<file path="config.mk">
export PLATFORM = sky130hd
export DESIGN_NAME = mem_sram_ctrl
export DESIGN_NICKNAME = d
export VERILOG_FILES = /design/src/rtl/mem_sram_ctrl.sv
export SDC_FILE = /design/constraint.sdc
export NUM_CORES = 1
export LEC_CHECK = 0
export BUFFER_PORTS_ARGS = -buffer_cell sky130_fd_sc_hd__buf_2
export CAP_MARGIN = 20
export CORE_ASPECT_RATIO = 2
export CORE_MARGIN = 1.5
export CORE_UTILIZATION = 47
export CTS_CLUSTER_SIZE = 40
export DETAILED_ROUTE_END_ITERATION = 6
export MAX_ROUTING_LAYER = met4
export PLACE_DENSITY = 0.87
export SETUP_SLACK_MARGIN = 0.15
export SLEW_MARGIN = 20
export SYNTH_ARGS = -nofsm -noshare
export SYNTH_HDL_FRONTEND = slang
export SYNTH_SLANG_ARGS = --single-unit
</file>
<file path="constraint.sdc">
create_clock -name clk -period 2.6 [get_ports clk]
set_input_delay 0.26 -clock clk [delete_from_list [all_inputs] [get_ports clk]]
set_output_delay 0.26 -clock clk [all_outputs]
set_load 0.01 [all_outputs]
</file>
<file path="src/rtl/mem_sram_ctrl.sv">
// Memory-stage controller: turns a single-cycle load/store into a multi-beat,
// multi-cycle external SRAM access and holds the pipeline until it completes.
module mem_sram_ctrl #(
    parameter int DATA_W      = 32,
    parameter int SRAM_DQ_W   = 16,
    parameter int SRAM_ADDR_W = 18,
    parameter int WAIT_CYCLES = 2,
    parameter int BASE_ADDR   = 1024
) (
    input  logic                   clk,
    input  logic                   rst,
    input  logic                   mem_r_en,
    input  logic                   mem_w_en,
    input  logic [DATA_W-1:0]      address,
    input  logic [DATA_W-1:0]      write_data,
    output logic [DATA_W-1:0]      read_data,
    output logic                   ready,
    output logic                   freeze,
    output logic [SRAM_ADDR_W-1:0] sram_addr,
    input  logic [SRAM_DQ_W-1:0]   sram_dq_in,
    output logic [SRAM_DQ_W-1:0]   sram_dq_out,
    output logic                   sram_dq_oe,
    output logic                   sram_ce_n,
    output logic                   sram_oe_n,
    output logic                   sram_we_n
);

    localparam int BEATS   = DATA_W / SRAM_DQ_W;
    localparam int BEAT_W  = (BEATS > 1) ? $clog2(BEATS) : 1;
    localparam int CYC_W   = (WAIT_CYCLES > 1) ? $clog2(WAIT_CYCLES) : 1;
    localparam int BYTE_SH = $clog2(DATA_W / 8);
    localparam logic [BEAT_W-1:0] LAST_BEAT = BEAT_W'(BEATS - 1);
    localparam logic [CYC_W-1:0]  LAST_CYC  = CYC_W'(WAIT_CYCLES - 1);

    typedef enum logic [1:0] {IDLE, ACCESS, DONE} state_t;

    state_t                 state_q, state_d;
    logic [BEAT_W-1:0]      beat_q, beat_d;
    logic [CYC_W-1:0]       cyc_q, cyc_d;
    logic                   is_read_q, is_read_d;
    logic [DATA_W-1:0]      wdata_q, wdata_d;
    logic [DATA_W-1:0]      rd_buf_q, rd_buf_d;
    logic [DATA_W-1:0]      read_data_q, read_data_d;
    logic [SRAM_ADDR_W-1:0] sram_addr_q, sram_addr_d;

    logic [DATA_W-1:0]      word_addr;
    logic [DATA_W-1:0]      rd_merge;
    logic                   beat_end;
    logic                   in_access;

    always_comb begin
        word_addr = (address - DATA_W'(BASE_ADDR)) >> BYTE_SH;
        beat_end  = (cyc_q == LAST_CYC);
        rd_merge  = rd_buf_q;
        rd_merge[int'(beat_q) * SRAM_DQ_W +: SRAM_DQ_W] = sram_dq_in;

        state_d     = state_q;
        beat_d      = beat_q;
        cyc_d       = cyc_q;
        is_read_d   = is_read_q;
        wdata_d     = wdata_q;
        rd_buf_d    = rd_buf_q;
        read_data_d = read_data_q;
        sram_addr_d = sram_addr_q;

        case (state_q)
            IDLE: begin
                if (mem_r_en || mem_w_en) begin
                    state_d     = ACCESS;
                    is_read_d   = mem_r_en;
                    wdata_d     = write_data;
                    beat_d      = '0;
                    cyc_d       = '0;
                    sram_addr_d = SRAM_ADDR_W'(word_addr * DATA_W'(BEATS));
                end
            end
            ACCESS: begin
                if (beat_end) begin
                    cyc_d = '0;
                    if (is_read_q) rd_buf_d = rd_merge;
                    if (beat_q == LAST_BEAT) begin
                        state_d = DONE;
                        // Loaded into read_data on entry so it is valid during the DONE cycle.
                        if (is_read_q) read_data_d = rd_merge;
                    end else begin
                        beat_d      = beat_q + BEAT_W'(1);
                        sram_addr_d = sram_addr_q + SRAM_ADDR_W'(1);
                    end
                end else begin
                    cyc_d = cyc_q + CYC_W'(1);
                end
            end
            DONE:    state_d = IDLE;
            default: state_d = IDLE;
        endcase
    end

    always_ff @(posedge clk) begin
        if (!rst) begin
            state_q     <= IDLE;
            beat_q      <= '0;
            cyc_q       <= '0;
            is_read_q   <= 1'b0;
            wdata_q     <= '0;
            rd_buf_q    <= '0;
            read_data_q <= '0;
            sram_addr_q <= '0;
        end else begin
            state_q     <= state_d;
            beat_q      <= beat_d;
            cyc_q       <= cyc_d;
            is_read_q   <= is_read_d;
            wdata_q     <= wdata_d;
            rd_buf_q    <= rd_buf_d;
            read_data_q <= read_data_d;
            sram_addr_q <= sram_addr_d;
        end
    end

    // Strobes decode straight from the state so a reset releases the SRAM at once.
    always_comb begin
        in_access   = (state_q == ACCESS);
        ready       = (state_q == DONE);
        freeze      = rst && (mem_r_en || mem_w_en) && (state_q != DONE);
        sram_ce_n   = !in_access;
        sram_oe_n   = !(in_access && is_read_q);
        sram_dq_oe  = in_access && !is_read_q;
        sram_dq_out = '0;
        if (sram_dq_oe) sram_dq_out = wdata_q[int'(beat_q) * SRAM_DQ_W +: SRAM_DQ_W];
        sram_we_n   = !(sram_dq_oe && ((WAIT_CYCLES == 1) || !beat_end));
    end

    assign read_data = read_data_q;
    assign sram_addr = sram_addr_q;

endmodule

</file>
# Word-level counts from Yosys, hierarchy flattened
# Cells that the tools add are included.
[op_classes]
n_addsub = 5
n_mul = 0
div = 0
order_cmp = 0
n_eq_ne = 7
shifts = 3
n_mux = 16
bitwise_logic = 0
n_reduce_logical = 20
[op_table]
columns = ["op", "n"]
rows = [
  ["18-bit 2-to-1 mux", 3],
  ["18-bit case mux with 2 select lines", 1],
  ["5-bit negation with 33-bit output", 1],
  ["16-bit by 33-bit variable shift with 32-bit output, first input constant", 1],
  ["16-bit by 33-bit variable part select with 32-bit output", 1],
  ["32-bit bitwise mux", 1],
  ["32-bit by 6-bit variable part select with 16-bit output", 1],
  ["19-bit by 11-bit subtractor with 19-bit output, second input constant", 1],
  ["18-bit by 1-bit adder with 18-bit output, second input constant", 1],
  ["16-bit 2-to-1 mux", 1],
  ["2-bit inequality test, second input constant", 5],
  ["3-bit AND reduction", 3],
  ["4-bit AND reduction", 2],
  ["2-bit 2-to-1 mux", 3],
  ["1-bit logical AND", 5],
  ["1-bit zero test", 5],
  ["1-bit 2-to-1 mux", 4],
  ["1-bit case mux with 2 select lines", 2],
  ["2-bit case mux with 2 select lines", 1],
  ["2-bit AND reduction", 2],
  ["1-bit adder, second input constant", 2],
  ["2-bit by 1-bit equality test with 1-bit output, second input constant", 1],
  ["2-bit equality test, second input constant", 1],
  ["2-bit zero test", 1],
  ["other kinds (2)", 2],
]
[totals]
register_bits = 119
latch_bits = 0
ram_bits = 0
romBits = 0
in_bits = 84
output_inout_bits = 72
word_cells = 59
mem_count = 0

# Logic depth before layout (Yosys ltp)
# Gate-level depths: netlist (run 1).
[logic_depth]
depth_word = 4
depth_mapped = 7
mapped_depth_nobuf = 7

# Least setup slack after synthesis (run 1)
# No wires, ideal clock.
[synth_path]
path_kind = "register -> register"
startpoint = "register sram_addr_q[0], in the netlist sram_addr[0]"
endpoint = "register sram_addr_q[14], in the netlist sram_addr[14]"
setup_ns = 0.129
arrival_time_ns = 1.536
required_time_ns = 2.471
path_slack_ns = 0.935
path_stages_with_launch = 7
path_buffers = 0
synth_period_minus_slack_ns = 1.665
path_cell_list = "dfxtp_1 > ha_1 > nand3_1 > nor3_1 > nand2_1 > o22ai_1 > a211oi_2"
[synth_between]
elab_chain_len = 4
[synth_lines]
columns = ["element", "line", "rtl"]
rows = [
  ["start: declaration", "44", "logic [SRAM_ADDR_W-1:0] sram_addr_q, sram_addr_d;"],
  ["start signal: assignment", "116", "sram_addr_q <= sram_addr_d;"],
  ["18-bit by 1-bit adder with 18-bit output", "87", "sram_addr_d = sram_addr_q + SRAM_ADDR_W'(1);"],
  ["18-bit 2-to-1 mux", "81", "if (beat_q == LAST_BEAT) begin"],
  ["18-bit 2-to-1 mux", "78", "if (beat_end) begin"],
  ["18-bit case mux with 2 select lines", "66", "case (state_q)"],
]
# Every way passes these cells. The select of a mux whose other input is x is not followed.
# A chain may end at the register's enable or synchronous reset.

# Worst setup path after layout (run 1)
# Same ends and word-level chain as after synthesis.

==> summary.md, run 1 <==
| Metric | Value |
|---|---|
| Status | finished, violations left |
| Failing checks | DRC |
| Fillers | 869 |
| PwrDens | between 600 and 700 nW/um2 |
| Top cells by area, synth | dfxtp_1 47%, nand2_1 15%, a21oi_1 11% |
| TritonCTS clock tree | yes |
| CP endpoint | sram_addr[14] |
| Worst-Margin Slew | between 0.9 and 1 ns |
| DIE AREA | 10000 um2 |
| DR vias/cell | around 5.5 |
| Placed wire-length estimate | about 8.4 mm |
| Number of diodes | 0 |
| Seq/Total Area, Yosys | between 40 and 50% |
| GPL Wtd Cong | ~0.9 |
| Part of the power in the clock network | 37.2% |
| Nets | 788 |
| WP buf/inv | 0 |
| First-pass GRT wire length | around 19 mm |
| Core Util, Final | about three fifths |
| Io pins | 156 |
| Unique masters post-synth | 52 |
| Most used flip-flop cell after synthesis | dfxtp_1 |
| WL per Instance | roughly 14 um |
| Port-buffer cells | 140 |
| Sink Count | roughly 100 |
| Setup crit end kind | flop |
| Antenna violations before repair | 0 |
| CTS buffer count | 9 |
| Setup slack, reg-to-reg | roughly 0.48 ns |
| Initial Util | between 40% and 50% |
| CTS root buf | clkbuf_16 |
| Fin Setup TNS | 0 ns |
| Yosys warnings | 0 |
| Syn Area/Cell | between 7 and 8 um2 |
| Crit-path leading delay family | simple AND/OR/NAND/NOR gates |
| H-tree levels | 3 |
| Fmax | approximately 470 MHz |
| Clock Skews | between 0.007 and 0.008 ns |
| Syn Nets | 669 |
| List of most frequent post-synthesis cells | 175 x nand2_1, 103 x dfxtp_1, 98 x a21oi_1 |
| Final period utilization | between 80% and 90% |
| Worst-path clk slew | approximately 0.07 ns |
| Crit path kind | flop to flop |
| GRT Overall Usage | about a quarter |
| Final wirelength | 11.4 mm |
| Top-count cell post-synth | nand2_1 |
| Hold buffer count at cts | 0 |
| Min-delay src | write_data[20] |
| Yosys top cell area share | 46.6% |
| Sequential Power Share | 51.1% |
| CP max FO | 7 |
| Static Leak | between 0.002 and 0.0025 uW |
| Setup-violating endpoint count in the final report | 0 |
| Internal power | about 2400 uW |
| Area Overhead vs Synth | 22.7% |
| RSZ-0062 raised after global routing | no |
| Final Critical Period | about 2.1 ns |
| Worst Hold Class | input pin to flop |
| WP data required | around 2.8 ns |
| Slew Limit Headroom | between 30% and 40% |
| Core area | between 9000 and 10000 um2 |
| Post-Syn Area | 4430 um2 |
| Design Power | 3310 uW |
| DRT iter0 DRCs | between 150 and 200 |
| Sw Ratio | approximately a quarter |
| Comb pwr share | roughly an eighth |
| Global route total overflow | 0 |
| DRC | 10 |
| Clock tree buffer depth | 2 |
| Reg2Reg Depth | 6 |
| Routed Antenna Nets | 0 |
| Fin. max-slew vios | 0 |
| FFs w/ async S/R, synth | 0% |
| EDFF count, synth | 0 |
| Sw power | 863 uW |
| Final hold violation count | 0 |
| Largest net degree at the start of global routing | 42 |
| Crit-path slowest cell | nor3_1 |
| Fraction of layout cells with a size suffix above 1 | between 20% and 30% |
| Slowest Stage Delay on Critical Path | roughly 0.58 ns |
| VDD IR max | just under 0.5 mV |
| CP startpoint kind | flop |
| Leading area contributor after synthesis | dfxtp_1 |
| Vias in the first global route | around 4300 |
| Max-capacitance violation count | 0 |
| Levels on crit path | 6 |
| Cell Chain, Critical Path | ha_1 > nand3_1 > nor3_1 > nand2_1 > o22ai_1 > a211oi_2 |
| Chip height | about 140 um |
| FF-to-FF Start | sram_addr[0] |
| Post-synthesis register bit count | roughly 100 |
| Clk Latency, worst-skew pair | ~0.34 ns |
| R2R Path End | sram_addr[14] |
| Row cnt | 50 |
| Arrival @ worst endpoint | between 2 and 2.5 ns |
| Drt pass-1 iters | 7 |
| Die width | roughly 72 um |
| Worst Setup SP | sram_addr[0] |
| Routed via count | ~4500 |
| Cells after synthesis | between 500 and 600 |
==> repair_timing <==
action,CTS,global route
endpoints found under the setup margin,14,1
resized for setup,1,1
setup buffers,0,0
==> state kept, by name, summed over array words and instances, names as in the netlist <==
name	count
wdata_q	32
beat_end	1
is_read_q	1
sram_addr	18
rd_buf_q	16
state_q	2
read_data	32
beat_q	1
==> power groups by stage <==
| stage | logic, uW | registers [uW] | clock network (uW) |
|---|---|---|---|
| after floorplan | 232 | 1730 | 0 |
| after global placement | 376 | 1720 | 0 |
| after detailed placement | 386 | 1730 | 0 |
| after CTS | 389 | 1690 | 1260 |
| after global routing | 431 | 1700 | 1340 |
| final | 388 | 1690 | 1230 |
==> cell usage in the layout, fill, tap and decap left out, types with 6 or more instances in the layout <==
master,count
a21oi_1,98
nand3_1,10
clkbuf_16,9
o22ai_1,6
o21ai_1,8
o21ai_0,8
nand2_1,175
buf_2,140
nor2_1,41
inv_1,7
mux2i_1,16
buf_4,10
dfxtp_1,103
==> stage by stage <==
stage               hold slack, ns  worst slack, ns  instance area (um2)  std cells
floorplan                    0.396            0.935                 4430        583
global placement             0.436            0.539                 5150        795
detailed placement           0.443            0.515                 5150        795
CTS                          0.142            0.238                 5430        811
global route                 0.147            0.358                 5430        811
finish                       0.150            0.483                 5430        811
==> per-layer routing <==
| layer | track usage (%) | vias to the layer above | wire [um] |
|---|---|---|---|
| met2 | 41.5 | 162 | 6160 |
| met5 | - | - | 0 |
| li1 | - | 2204 | - |
| met3 | 2.52 | 38 | 471 |
| met4 | 15.1 | 0 | 441 |
| met1 | 24.0 | 2053 | 4350 |
==> logic make-up (layout without fill, tap and decap cells) <==
kind of cell               count (synthesis)  after routing  synth area share (%)
and+or+nand+nor                          260            260                  24.7
adders and majority gates                  2              2                 0.565
buffers and inverters                     51            175                  4.89
DFF                                      103            103                  46.6
AOI/OAI and AO/OA                        143            143                  18.0
muxes                                     17             17                  3.87
xor gates and xnor gates                   7              7                  1.38
==> worst min-delay path: cells and delay by family <==
family	cells	cell delay (ns)
AO/OA/AOI/OAI	1	0.05
AND/OR/NAND/NOR	1	0.04
buffers and inverters	1	0.09
==> final cells by class <==
type	count	area, um2	share of cell area [%]
Clock buffer	10	229	4.21
Clock inverter	6	45.0	0.829
Inverter	9	33.8	0.622
Multi-Input combinational cell	429	2160	39.7
Sequential cell	103	2060	38.0
Tap cell	104	130	2.40
Timing Repair Buffer	150	776	14.3
==> worst min path at each step <==
stage	endpoint	slack (ns)	cells after the start
floorplan	rd_buf_q[0]	0.40	2
global route	wdata_q[3]	0.15	3
finish	wdata_q[20]	0.15	3
global placement	read_data[9]	0.44	2
detailed placement	read_data[27]	0.44	2
CTS	wdata_q[20]	0.14	3
Note: power is estimated with default switching activity, not from simulation.
==> run 2, diff against run 1 <==
- CORE_UTILIZATION: 47 -> 45
- clock period: 2.6 -> 1.9 ns (I/O delays scaled with it)
==> run 2 against run 1 <==
The flow now finishes without violations. Critical endpoint is now sram_we_n. Hold slack worse by 0.070 ns. Critical path depth is 2 lower. Final area is 9.2% higher. Critical path type is now flop to primary output. Core utilization is 2.9 points higher.
==> summary.md, run 2 (synthesis gave the netlist of run 1 again) <==
| Metric | Value |
|---|---|
| Status | completed (was finished, violations left) |
| Slew Limit Headroom | 77.2% (was 39.5%) |
| Most frequent cells in the layout | 175 x nand2_1, 127 x buf_2, 101 x dfxtp_1 (was 175 x nand2_1, 140 x buf_2, 103 x dfxtp_1) |
| Clk Latency, worst-skew pair | 0.34 ns (about the same) |
| Sequential Power Share | 48.3% (was 51.1%) |
| Placed Instance Area | 5320 um2 (was 5150 um2) |
| Port-buffer cells | 140 (unchanged) |
| Final wirelength | 12.0 mm (was 11.4 mm) |
| DRC | 0 (was 10) |
| Worst Hold Class | input pin to flop (unchanged) |
| Die width | 73.1 um (was 71.6 um) |
| Sink Count | 103 (unchanged) |
| Max-capacitance violation count | 0 (unchanged) |
| Sw power | 1240 uW (was 863 uW) |
| PwrDens | 809 nW/um2 (was 610 nW/um2) |
| Setup-violating endpoint count in the final report | 0 (unchanged) |
| Internal power | 3560 uW (was 2450 uW) |
| Part of the power in the clock network | 38.2% (was 37.2%) |
| WL per Instance | 14.0 um (was 14.1 um) |
| Fin. max-slew vios | 0 (unchanged) |
| Fin Setup TNS | 0 ns (unchanged) |
| RSZ-0062 raised after global routing | yes (was no) |
| Static Leak | 0.00239 uW (was 0.00223 uW) |
| Routed via count | 4514 (was 4457) |
| CTS buffer count | 9 (unchanged) |
| Number of diodes | 0 (unchanged) |
| Hold buffer count at cts | 0 (unchanged) |
| Global route total overflow | 0 (unchanged) |
| Antenna violations before repair | 0 (unchanged) |
| CTS root buf | clkbuf_16 (unchanged) |
| H-tree levels | 3 (unchanged) |
| Core area | 9640 um2 (was 9260 um2) |
| Initial Util | 46.0% (was 47.8%) |
| VDD IR max | 0.460 mV (was 0.486 mV) |
| CP max FO | 18 (was 7) |
| Fraction of layout cells with a size suffix above 1 | 29.6% (was 25.0%) |
| First-pass GRT wire length | 17.9 mm (was 18.7 mm) |
| Final Critical Period | 1.75 ns |
| Clock Skews | 0.0102 ns (was 0.00723 ns) |
| Nets | 807 (was 788) |
| GPL Wtd Cong | 0.932 (was 0.893) |
| Row cnt | 51 (was 50) |
| DRT iter0 DRCs | 135 (was 194) |
| Final period utilization | between 90 and 100% |
| Largest net degree at the start of global routing | 51 (was 42) |
| Placed wire-length estimate | 8.36 mm (was 8.41 mm) |
| Crit path kind | flop to primary output (was flop to flop) |
| GRT Overall Usage | 22.3% (was 23.6%) |
| Final hold violation count | 0 (unchanged) |
| Arrival @ worst endpoint | 1.56 ns (was 2.33 ns) |
| Routed Antenna Nets | 0 (unchanged) |
| Chip height | 143 um (was 140 um) |
| Drt pass-1 iters | 4 (was 7) |
| TritonCTS clock tree | yes (unchanged) |
| Comb pwr share | 13.6% (was 11.7%) |
| Clock tree buffer depth | 2 (unchanged) |
| DIE AREA | 10500 um2 (was 10000 um2) |
| Post-route cell area | 5930 um2 (was 5430 um2) |
| Placed cell count | 836 (was 795) |
| WP data required | 1.71 ns (was 2.81 ns) |
| CP startpoint kind | flop (unchanged) |
| Io pins | 156 (unchanged) |
| Fmax | between 500 and 600 MHz |
| DR vias/cell | 5.26 (was 5.50) |
| Setup crit end kind | primary output (was flop) |
| Worst-Margin Slew | 0.332 ns (was 0.907 ns) |
| Worst-path clk slew | 0.07 ns (about the same) |
| Fin cells | 858 (was 811) |
| Sw Ratio | 25.8% (was 26.1%) |
| Vias in the first global route | 4063 (was 4275) |
| Area Overhead vs Synth | 33.9% (was 22.7%) |
| Commonest non-fill, non-tap cell in the layout | nand2_1 (unchanged) |
run 2: cell types whose count changed in the layout (fill, tap and decap cells not counted), moves of 2 or more:
cell / before / now
buf_12: 0 / 3
buf_2: 140 / 127
buf_4: 10 / 21
buf_6: 0 / 15
clkbuf_16: 9 / 11
clkinvlp_4: 3 / 1
dfxtp_1: 103 / 101
dfxtp_2: 0 / 2
nor2_1: 41 / 25
nor2_4: 0 / 15
run 2: path summary, 6_finish.rpt:
kind,startpoint,to,slack [ns],depth (start not counted)
worst max-delay path,state_q[0],sram_we_n,0.15,4
worst min-delay path,write_data[14],wdata_q[14],0.08,3
worst max register to register,state_q[0],sram_addr[17],0.27,7
worst min register to register,read_data[7],read_data[7],0.45,2
run 2: through the flow:
stage | util, % | total power [uW] | setup WS, ns | hold WS (ns)
after floorplan | - | 2680 | 0.235 | 0.326
after global placement | 55.2 | 2910 | 0.227 | 0.431
after detailed placement | 55.2 | 2920 | 0.158 | 0.436
after CTS | 58.7 | 4750 | 0.154 | 0.0730
after global routing | 61.6 | 5000 | 0.0940 | 0.0746
final | 61.6 | 4800 | 0.149 | 0.0801
run 2: per-layer routing:
layer	share of wire (%)	track usage (%)
met5	0	-
met4	3.9	12.8
met3	3.6	3.53
met2	54	39.1
met1	38	22.7
run 2: layout make-up:
class                           instances  area (um2)
Clock buffer                           10         229
Tap cell                              132         165
Timing Repair Buffer                  169        1090
Multi-Input combinational cell        429        2280
Inverter                                9        33.8
Fill cell                             864        3700
Clock inverter                          6        68.8
Sequential cell                       103        2060
run 2: power by group through the flow:
stage	clock network, uW	registers (uW)	logic [uW]
6_report	1830	2320	650
3_5_place_dp	0	2360	561
4_1_cts	1870	2310	572
2_1_floorplan	0	2360	317
5_1_grt	1960	2330	714
3_3_place_gp	0	2360	549
run 2: worst max-delay path, stage by stage, from the launching register on:
cell and delay [ns]:
dfxtp_2 0.35, nor2b_4 0.21, inv_2 0.17, or3_1 0.34
buf_2 0.15
run 2: what timing repair did:
action | 4_1_cts | 5_1_grt
buffers inserted | 2 | 2
pin swaps | 0 | 5
gates cloned | 0 | 2
setup endpoints to repair | 18 | 21
gates resized for setup | 6 | 50
